### src/rtl/adder_accum.sv
// Frame accumulator: sums NUM_OPS unsigned words into a BW_ACC-bit total with
// a sticky wrap flag, then holds the total on a valid/ready port until taken.
module adder_accum #(
   parameter int BW_DATA = 8,
   parameter int NUM_OPS = 4,
   parameter int BW_ACC  = 10,
   parameter int BW_CNT  = 2
) (
   input  logic               i_clk,
   input  logic               i_rst,
   input  logic               i_clr,
   input  logic               i_valid,
   output logic               o_ready,
   input  logic [BW_DATA-1:0] i_data,
   output logic               o_valid,
   input  logic               i_ready,
   output logic [BW_ACC-1:0]  o_acc,
   output logic               o_ovf,
   output logic [BW_CNT-1:0]  o_cnt
);

   if ((2 ** BW_CNT) < NUM_OPS) begin : g_bad_cnt_width
      $error("adder_accum: BW_CNT too narrow to count NUM_OPS words");
   end
   if (NUM_OPS < 2) begin : g_bad_num_ops
      $error("adder_accum: NUM_OPS must be at least 2");
   end
   if (BW_ACC < BW_DATA) begin : g_bad_acc_width
      $error("adder_accum: BW_ACC must be at least BW_DATA");
   end

   localparam logic [BW_CNT-1:0] LAST_CNT = BW_CNT'(NUM_OPS - 1);

   typedef enum logic {
      ST_ACC  = 1'b0,
      ST_HOLD = 1'b1
   } state_t;

   state_t              state, state_nxt;
   logic [BW_ACC-1:0]   acc, acc_nxt;
   logic [BW_CNT-1:0]   cnt, cnt_nxt;
   logic                ovf, ovf_nxt;
   logic [BW_ACC:0]     sum;
   logic                accept;

   // Widened add: the extra MSB is the carry that feeds the sticky wrap flag.
   function automatic logic [BW_ACC:0] acc_add(input logic [BW_ACC-1:0]  a,
                                                input logic [BW_DATA-1:0] d);
      return {1'b0, a} + (BW_ACC + 1)'(d);
   endfunction

   assign o_ready = (state == ST_ACC) && !i_rst;
   assign o_valid = (state == ST_HOLD);
   assign o_acc   = acc;
   assign o_ovf   = ovf;
   assign o_cnt   = cnt;
   assign accept  = i_valid && o_ready;

   always_ff @(posedge i_clk) begin
      if (i_rst) begin
         state <= ST_ACC;
         acc   <= '0;
         cnt   <= '0;
         ovf   <= 1'b0;
      end else begin
         state <= state_nxt;
         acc   <= acc_nxt;
         cnt   <= cnt_nxt;
         ovf   <= ovf_nxt;
      end
   end

   always_comb begin
      state_nxt = state;
      acc_nxt   = acc;
      cnt_nxt   = cnt;
      ovf_nxt   = ovf;
      sum       = acc_add(acc, i_data);
      unique case (state)
         ST_ACC: begin
            // Clear wins over a word offered in the same cycle.
            if (i_clr) begin
               acc_nxt = '0;
               cnt_nxt = '0;
               ovf_nxt = 1'b0;
            end else if (accept) begin
               acc_nxt = sum[BW_ACC-1:0];
               ovf_nxt = ovf | sum[BW_ACC];
               if (cnt == LAST_CNT) begin
                  cnt_nxt   = '0;
                  state_nxt = ST_HOLD;
               end else begin
                  cnt_nxt = cnt + 1'b1;
               end
            end
         end
         ST_HOLD: begin
            if (i_clr || i_ready) begin
               acc_nxt   = '0;
               ovf_nxt   = 1'b0;
               state_nxt = ST_ACC;
            end
         end
         default: state_nxt = ST_ACC;
      endcase
   end

endmodule

### config.mk
export PLATFORM = sky130hd
export DESIGN_NAME = adder_accum
export DESIGN_NICKNAME = d
export VERILOG_FILES = /design/src/rtl/adder_accum.sv
export SDC_FILE = /design/constraint.sdc
export NUM_CORES = 1
export LEC_CHECK = 0
export BUFFER_PORTS_ARGS = -buffer_cell sky130_fd_sc_hd__buf_2
export CORE_UTILIZATION = 45
export CTS_CLUSTER_DIAMETER = 60
export DETAILED_ROUTE_END_ITERATION = 10
export GPL_TIMING_DRIVEN = 0
export PLACE_DENSITY = 0.74
export SYNTH_ARGS = -nofsm -noshare
export SYNTH_HDL_FRONTEND = slang
export SYNTH_SLANG_ARGS = --single-unit
### constraint.sdc
create_clock -name i_clk -period 1.8 [get_ports i_clk]
set_input_delay 0.27 -clock i_clk [delete_from_list [all_inputs] [get_ports i_clk]]
set_output_delay 0.27 -clock i_clk [all_outputs]
set_load 0.02 [all_outputs]
## Word-level counts from Yosys, hierarchy flattened

Index checks and enable logic that the tools add are counted.

- Logic and storage cells: 34
- Register bits after elaboration: 14

- Eq/ne operators: 3
- Bitwise operators: 2
- Mux-type cells: 16
- Reductions and logical operators: 7
- $add $sub $neg: 2

Operator list:

| operator | number |
|---|---|
| 10-bit two-way mux | 3 |
| 10-bit case mux with 2 select lines | 1 |
| 10-bit by 8-bit adder with 11-bit output | 1 |
| 1-bit two-way mux | 7 |
| 2-bit two-way mux | 3 |
| 1-bit case mux with 2 select lines | 2 |
| 2-bit AND reduction | 2 |
| 3-bit inequality test, second input constant | 1 |
| 2-bit by 1-bit adder with 2-bit output, second input constant | 1 |
| 2-bit == test, second input constant | 1 |
| 1-bit logical AND | 2 |
| 2-bit by 1-bit inequality test with 1-bit output, second input constant | 1 |
| 2-bit nonzero test | 1 |
| 1-bit zero test | 1 |
| 1-bit logical OR | 1 |
| 1-bit NOT | 1 |
| 1-bit OR | 1 |

## Depth between registers and ports, before layout

Gate-level depths: netlist (run 1).

- Depth in word-level cells: 6
- Mapped depth: 8

## Worst setup path before layout (run 1)

Ideal clock, no wire load.

- Path type: register to register
- Start point: register acc[0], in the netlist o_acc[0]
- End point: register acc[6], in the netlist o_acc[6]
- Buffers on the path: 0
- Slack: -0.050 ns
- Arrival: 1.775 ns
- Stages on the path, launching flop included: 9
- Required time: 1.726 ns
- Clock period less this slack: 1.850 ns
- Cell sequence: dfxtp_1 ha_1 inv_1 fa_1 nand2b_1 a21oi_2 a31oi_1 xor2_1 o21ai_0

- Longest elaborated chain between the ends: 4

Ends and longest elaborated chain:

| element | line | source |
|---|---|---|
| start, declared | 40 | `logic [BW_ACC-1:0] acc, acc_nxt;` |
| start signal, assigned | 67 | `acc <= acc_nxt;` |
| 10-bit by 8-bit adder with 11-bit output | 49 | `return {1'b0, a} + (BW_ACC + 1)'(d);` |
| 10-bit two-way mux | 86 | `end else if (accept) begin` |
| 10-bit two-way mux | 82 | `if (i_clr) begin` |
| 10-bit case mux with 2 select lines | 79 | `unique case (state)` |

Every way passes these cells. The select of a mux whose other input is x is not followed.
A chain may end at the register's enable or synchronous reset.

## Worst setup path in the final report (run 1)

- Start point: register acc[0], in the netlist o_acc[0]
- End point: register ovf, in the netlist o_ovf

- Longest elaborated chain between the ends: 5

Ends and longest elaborated chain:

| element | line | source |
|---|---|---|
| 10-bit by 8-bit adder with 11-bit output | 49 |  |
| 1-bit OR | 88 | `ovf_nxt = ovf \| sum[BW_ACC];` |
| 1-bit two-way mux | 86 |  |
| 1-bit two-way mux | 82 |  |
| 1-bit case mux with 2 select lines | 79 |  |
| end signal, assigned | 69 | `ovf <= ovf_nxt;` |
| end, declared | 42 | `logic ovf, ovf_nxt;` |

Every way passes these cells. The select of a mux whose other input is x is not followed.

==> results of run 1 <==
## final cells by class
type / count / share of cell area
Clock buffer: 3 / 0.0198
Tap cell: 27 / 0.0296
Buffer: 1 / 0.00329
Sequential cell: 14 / 0.247
Timing Repair Buffer: 27 / 0.119
Multi-Input combinational cell: 85 / 0.562
Inverter: 6 / 0.0198
## state kept, by name, indices dropped and copies added, names as in the netlist
name,flops
o_acc,10
o_cnt,2
o_ovf,1
o_valid,1
## cells in the mapped netlist (2+ instances only)
cell	instances
a21o_1	5
o21ai_0	3
nor3_1	2
mux2i_1	2
xnor2_1	2
nand2b_1	4
dfxtp_1	14
nor2_1	8
xor2_1	2
a21oi_1	10
a22oi_1	3
nand4_1	3
nor2b_1	2
inv_1	6
a21oi_2	3
nand2_1	9
ha_1	9
## critical path: stages (launching register included)
cell and delay, ps:
dfxtp_2 340, ha_1 160, inv_1 60, fa_2 340
nand2b_4 160, a21oi_4 180, a21oi_2 90, nand4b_1 180
a21oi_1 130
## power groups by stage
stage | Clock, mW | Combinational, mW | Sequential [mW]
detailed placement | 0 | 0.170 | 0.337
floorplan | 0 | 0.108 | 0.350
CTS | 0.188 | 0.176 | 0.330
global placement | 0 | 0.166 | 0.336
finish | 0.184 | 0.176 | 0.330
global route | 0.197 | 0.196 | 0.331
## path summary, 6_finish.rpt
check	from	to	slack [ps]	cells past startpoint
min	i_clr	o_valid	220	2
min reg2reg	o_acc[6]	o_acc[6]	470	2
max	o_acc[0]	o_ovf	100	8
max reg2reg	o_acc[0]	o_ovf	100	8
## metrics by stage
stage	util	TNS (ps)	hold WS (ps)	setup slack (ps)
5_1_grt	0.587	0	241	17.5
4_1_cts	0.586	0	219	21.4
2_1_floorplan	-	0	347	41.4
6_report	0.587	0	223	104
3_3_place_gp	0.566	-26.5	434	-18.8
3_5_place_dp	0.566	-58.3	445	-37.1
## cells by family (layout without fill, tap and decap cells)
| kind of cell | after synthesis | count (layout) | synth area share |
|---|---|---|---|
| adders and majority gates | 10 | 10 | 0.143 |
| buffers and inverters | 7 | 37 | 0.0283 |
| DFF | 14 | 14 | 0.301 |
| xor gates and xnor gates | 4 | 4 | 0.0377 |
| AOI/OAI and AO/OA | 33 | 33 | 0.245 |
| and+or+nand+nor | 35 | 35 | 0.211 |
| muxes | 3 | 3 | 0.0336 |
## placed cells by master (no fill, tap or decap), drive strengths merged
cell type and n:
nand2 9, ha 9, o21bai 1, nand4 3
clkbuf 4, nor2 9, nor4 1, nor3 2
xor2 2, dfxtp 14, a22oi 3, nand4b 1
mux2i 2, a21o 5, o21a 1, a21oi 13
a31oi 1, o31a 1, fa 1, mux2 1
buf 27, o21ai 4, nor2b 3, o31ai 1
and4 1, a211o 1, xnor2 2, and2 1
a31o 1, nand2b 5, a211oi 1, inv 6
## repair_timing
item | in CTS | in global routing
pin swaps | 1 | 1
resized for setup | 2 | 2
setup endpoints to repair | 2 | 2
## per-layer routing
layer  GRT usage  vias to the layer above  wire (um)
met4      0.0857                        0         45
met5           0                        -          0
met3      0.0226                        5         68
met2       0.323                       20        902
met1       0.227                      381        936
li1            -                      452          -
==> results.txt, run 1 <==
Avg Inst Size Synth = 8.77 sq um
# placed instances = 160
RSZ-0062 raised after global routing = no
Layout net count = 161
Vias/cell = 5.26
Internal Pwr Total = 0.474 mW
Standard-cell rows = 16
Largest net degree at the start of global routing = 11
Ys async rst share = 0
Via Count = 858
Final period util = 0.942
Area Growth Syn to Fin = 22.6%
Clock share of power = 0.267
Fin crit period = 1700 ps
P_sw = 0.216 mW
Num Clock Sinks = 14
Worst-path clk slew = 90 ps
H-tree Lvls = 1
Yosys cell types = 36
Worst hold path type = in2reg
Initial antenna violation count = 0
Die Area = 0.00225 sq mm
Global-route usage over all layers = 0.186
Setup Skew = 3.33 ps
Fin. max-slew vios = 0
Post-synth EDFFs = 0
Critical Path Sink Type = register
Cells after Synth = 106
First-pass DRT Iterations = 4
Die H = 47.5 um
Clock latency reported for the late side of the worst-skew pair = 290 ps
Total setup buffers inserted after CTS = 0
Commonest register cell after synthesis = dfxtp_1
Area contributors post-synth = dfxtp_1 (30%), ha_1 (12%), a21oi_1 (5.4%), a21o_1 (4.0%), nand2_1 (3.6%)
Core area = 0.00194 sq mm
CTS tree = built
First-pass GRT wire length = 2970 um
Mapped Nets = 129
Worst setup path class = reg2reg
Area occupied by multi-input gates = 641 sq um
Sequential standard cell area = 282 sq um
Placed cell area = 0.00110 sq mm
Switching share of power = 0.313
Fillers = 186
Status = completed
Worst vdd ir = 0.000369 V
Worst Max-Slew Pin Slew = 424 ps
Crit path required time = 2020 ps
Antenna violation net count after detailed routing = 0
YS warnings = 0
DRC = 0
Design area = 0.00114 sq mm
Port Buffers = 27
Area leader, netlist = dfxtp_1
Hpwl dp = 1540 um
Num CTS Buffers = 3
Drt total wl = 1950 um
Total of max-cap violations = 0
Synthesized area = 930 sq um
Critical path fanouts, max = 3
Seq pwr share = 0.478
Starting DRT DRC Count = 9
Comb power frac = 0.256
Share of cells above drive strength 1 = 0.316
CTS Hold Buffers Added = 0
Hold Fails Final Rpt = 0
FMAX = 0.590 GHz
Worst Path Arrival = 1920 ps
Pwr per Cell Area = 606 mW/mm^2
GRT Residual Overflow = 0
Setup-failing EPs final = 0
Global placement routability congestion = 0.884
Average wire per standard cell = 12.0 um
Vias in the first global route = 752
N_diodes = 0
Layout Cells excl Fill = 163
Leakage = 0.556 nW
Initial Utilization = 0.479
# IOs = 28
Slew margin rel. = 0.717
Sequential-to-total area share from yosys stat = 0.301
Root Buffer Master = clkbuf_4
Kind of start point of the critical path = register
Synthesized flop and latch total = 14
Chip Width = 47.5 um
Final Power = 0.690 mW
Area share of the largest cell type after synthesis = 0.301
Max Root-Sink Buffers = 2
(Power assumes the default switching activity.)
==> inputs of run 2 (changes only) <==
- MAX_ROUTING_LAYER: default -> met4
- REMOVE_ABC_BUFFERS: default -> 1
==> results.txt, run 2 (synthesis gave the netlist of run 1 again) <==
Sequential standard cell area = 282 sq um
Worst setup path class = reg2reg
Vias/cell = 5.28
Max FFs per register = 10
Area Growth Syn to Fin = 24.0%
Drt total wl = 1910 um
Comb power frac = 0.237
Total of max-cap violations = 0
Core area = 0.00194 sq mm
Crit path required time = 2020 ps
Root Buffer Master = clkbuf_4
CP delay by family, top = adder cells
Worst vdd ir = 0.000438 V
Crit-path cells = ha_2 > inv_1 > fa_2 > nand2b_4 > a21oi_4 > a21oi_2 > nand4b_1 > a21oi_1
GRT Residual Overflow = 0
RSZ-0062 raised after global routing = no
Final period util = 0.953
Num CTS Buffers = 3
Vias in the first global route = 763
Worst Path Arrival = 1940 ps
Dpl ws = -45.0 ps
Fin. max-slew vios = 0
Worst-path clk slew = 90 ps
Critical Path Sink Type = register
Pwr per Cell Area = 642 mW/mm^2
First-pass GRT wire length = 2970 um
Switching share of power = 0.299
Initial antenna violation count = 0
Leakage = 0.560 nW
Final Power = 0.740 mW
Internal Pwr Total = 0.519 mW
Global placement routability congestion = 0.879
Setup-failing EPs final = 0
Post-route setup slack = 84.7 ps
Starting DRT DRC Count = 15
Die H = 47.5 um
Antenna violation net count after detailed routing = 0
Kind of start point of the critical path = register
Fillers = 196
P_sw = 0.221 mW
Via Count = 861
Die Area = 0.00225 sq mm
Slew margin rel. = 0.811
Crit-path slowest cell = dfxtp_2
Hpwl dp = 1520 um
Area occupied by multi-input gates = 643 sq um
Average wire per standard cell = 11.7 um
Slowest stage delay, CP = 340 ps
# IOs = 28
Clock latency reported for the late side of the worst-skew pair = 290 ps
Share of cells above drive strength 1 = 0.331
Num Clock Sinks = 14
Total setup buffers inserted after CTS = 0
Hold Fails Final Rpt = 0
Worst Max-Slew Pin Slew = 283 ps
Port Buffers = 27
Buf/Inv on CP = 1
Setup Skew = 3.88 ps
Initial Utilization = 0.479
Seq pwr share = 0.445
First-pass DRT Iterations = 4
Layout net count = 160
Critical path fanouts, max = 3
N_diodes = 0
Fin crit period = 1720 ps
Global-route usage over all layers = 0.197
Largest net degree at the start of global routing = 12
Standard-cell rows = 16
CTS tree = built
H-tree Lvls = 1
Worst hold path type = in2reg
Commonest non-fill, non-tap cell in the layout = buf_2
Final core occ = 0.593
Chip Width = 47.5 um
Max Root-Sink Buffers = 2
Clock share of power = 0.318
Status = completed
DRC = 0
Most frequent cells in the layout = buf_2 (27), dfxtp_1 (13), a21oi_1 (10), nand2_1 (9)
FMAX = 0.583 GHz
[run 2: repair_timing]
item | CTS | global route
endpoints found under the setup margin | 2 | 4
pin swaps | 1 | 2
hold buffers | 0 | 0
resized for setup | 3 | 3
[run 2: stage by stage]
stage | cells | cell area (sq um) | TNS [ps] | hold slack, ps
after global routing | 163 | 1150 | 0 | 231
after detailed placement | 159 | 1090 | -77.4 | 448
after CTS | 163 | 1150 | 0 | 218
final | 163 | 1150 | 0 | 216
after floorplan | 105 | 926 | -97.0 | 339
after global placement | 159 | 1090 | -30.2 | 437
[run 2: worst reg2reg max path: cells and delay by family, from the launching register on]
family | cells | cell delay, ps
flops | 1 | 340
buf+inv | 1 | 50
compound gates | 3 | 400
fa+ha+maj | 2 | 510
simple gates | 2 | 340
[run 2: final timing paths]
path	cells after the start	start	slack, ps	end
max	8	o_acc[0]	80	o_ovf
min	2	i_clr	220	o_valid
max reg2reg	8	o_acc[0]	80	o_ovf
min reg2reg	2	o_ovf	460	o_ovf
[run 2: layout make-up]
type,count,area share
Timing Repair Buffer,27,0.117
Clock buffer,4,0.0315
Tap cell,27,0.0293
Inverter,6,0.0195
Multi-Input combinational cell,85,0.558
Sequential cell,14,0.244
[run 2: power by group through the flow]
stage                     logic [mW]  clock network [mW]  registers (mW)
final                          0.176               0.235           0.329
after detailed placement       0.169                   0           0.337
after floorplan                0.106                   0           0.350
after global placement         0.165                   0           0.336
after global routing           0.196               0.249           0.332
after CTS                      0.175               0.238           0.330
[run 2: layer usage]
| metal | wire length (um) | vias to the layer above | GRT usage |
|---|---|---|---|
| met5 | 0 | - | - |
| met2 | 901 | 26 | 0.329 |
| met4 | 39 | 0 | 0.109 |
| met3 | 87 | 5 | 0.0226 |
| li1 | - | 445 | - |
| met1 | 881 | 385 | 0.229 |
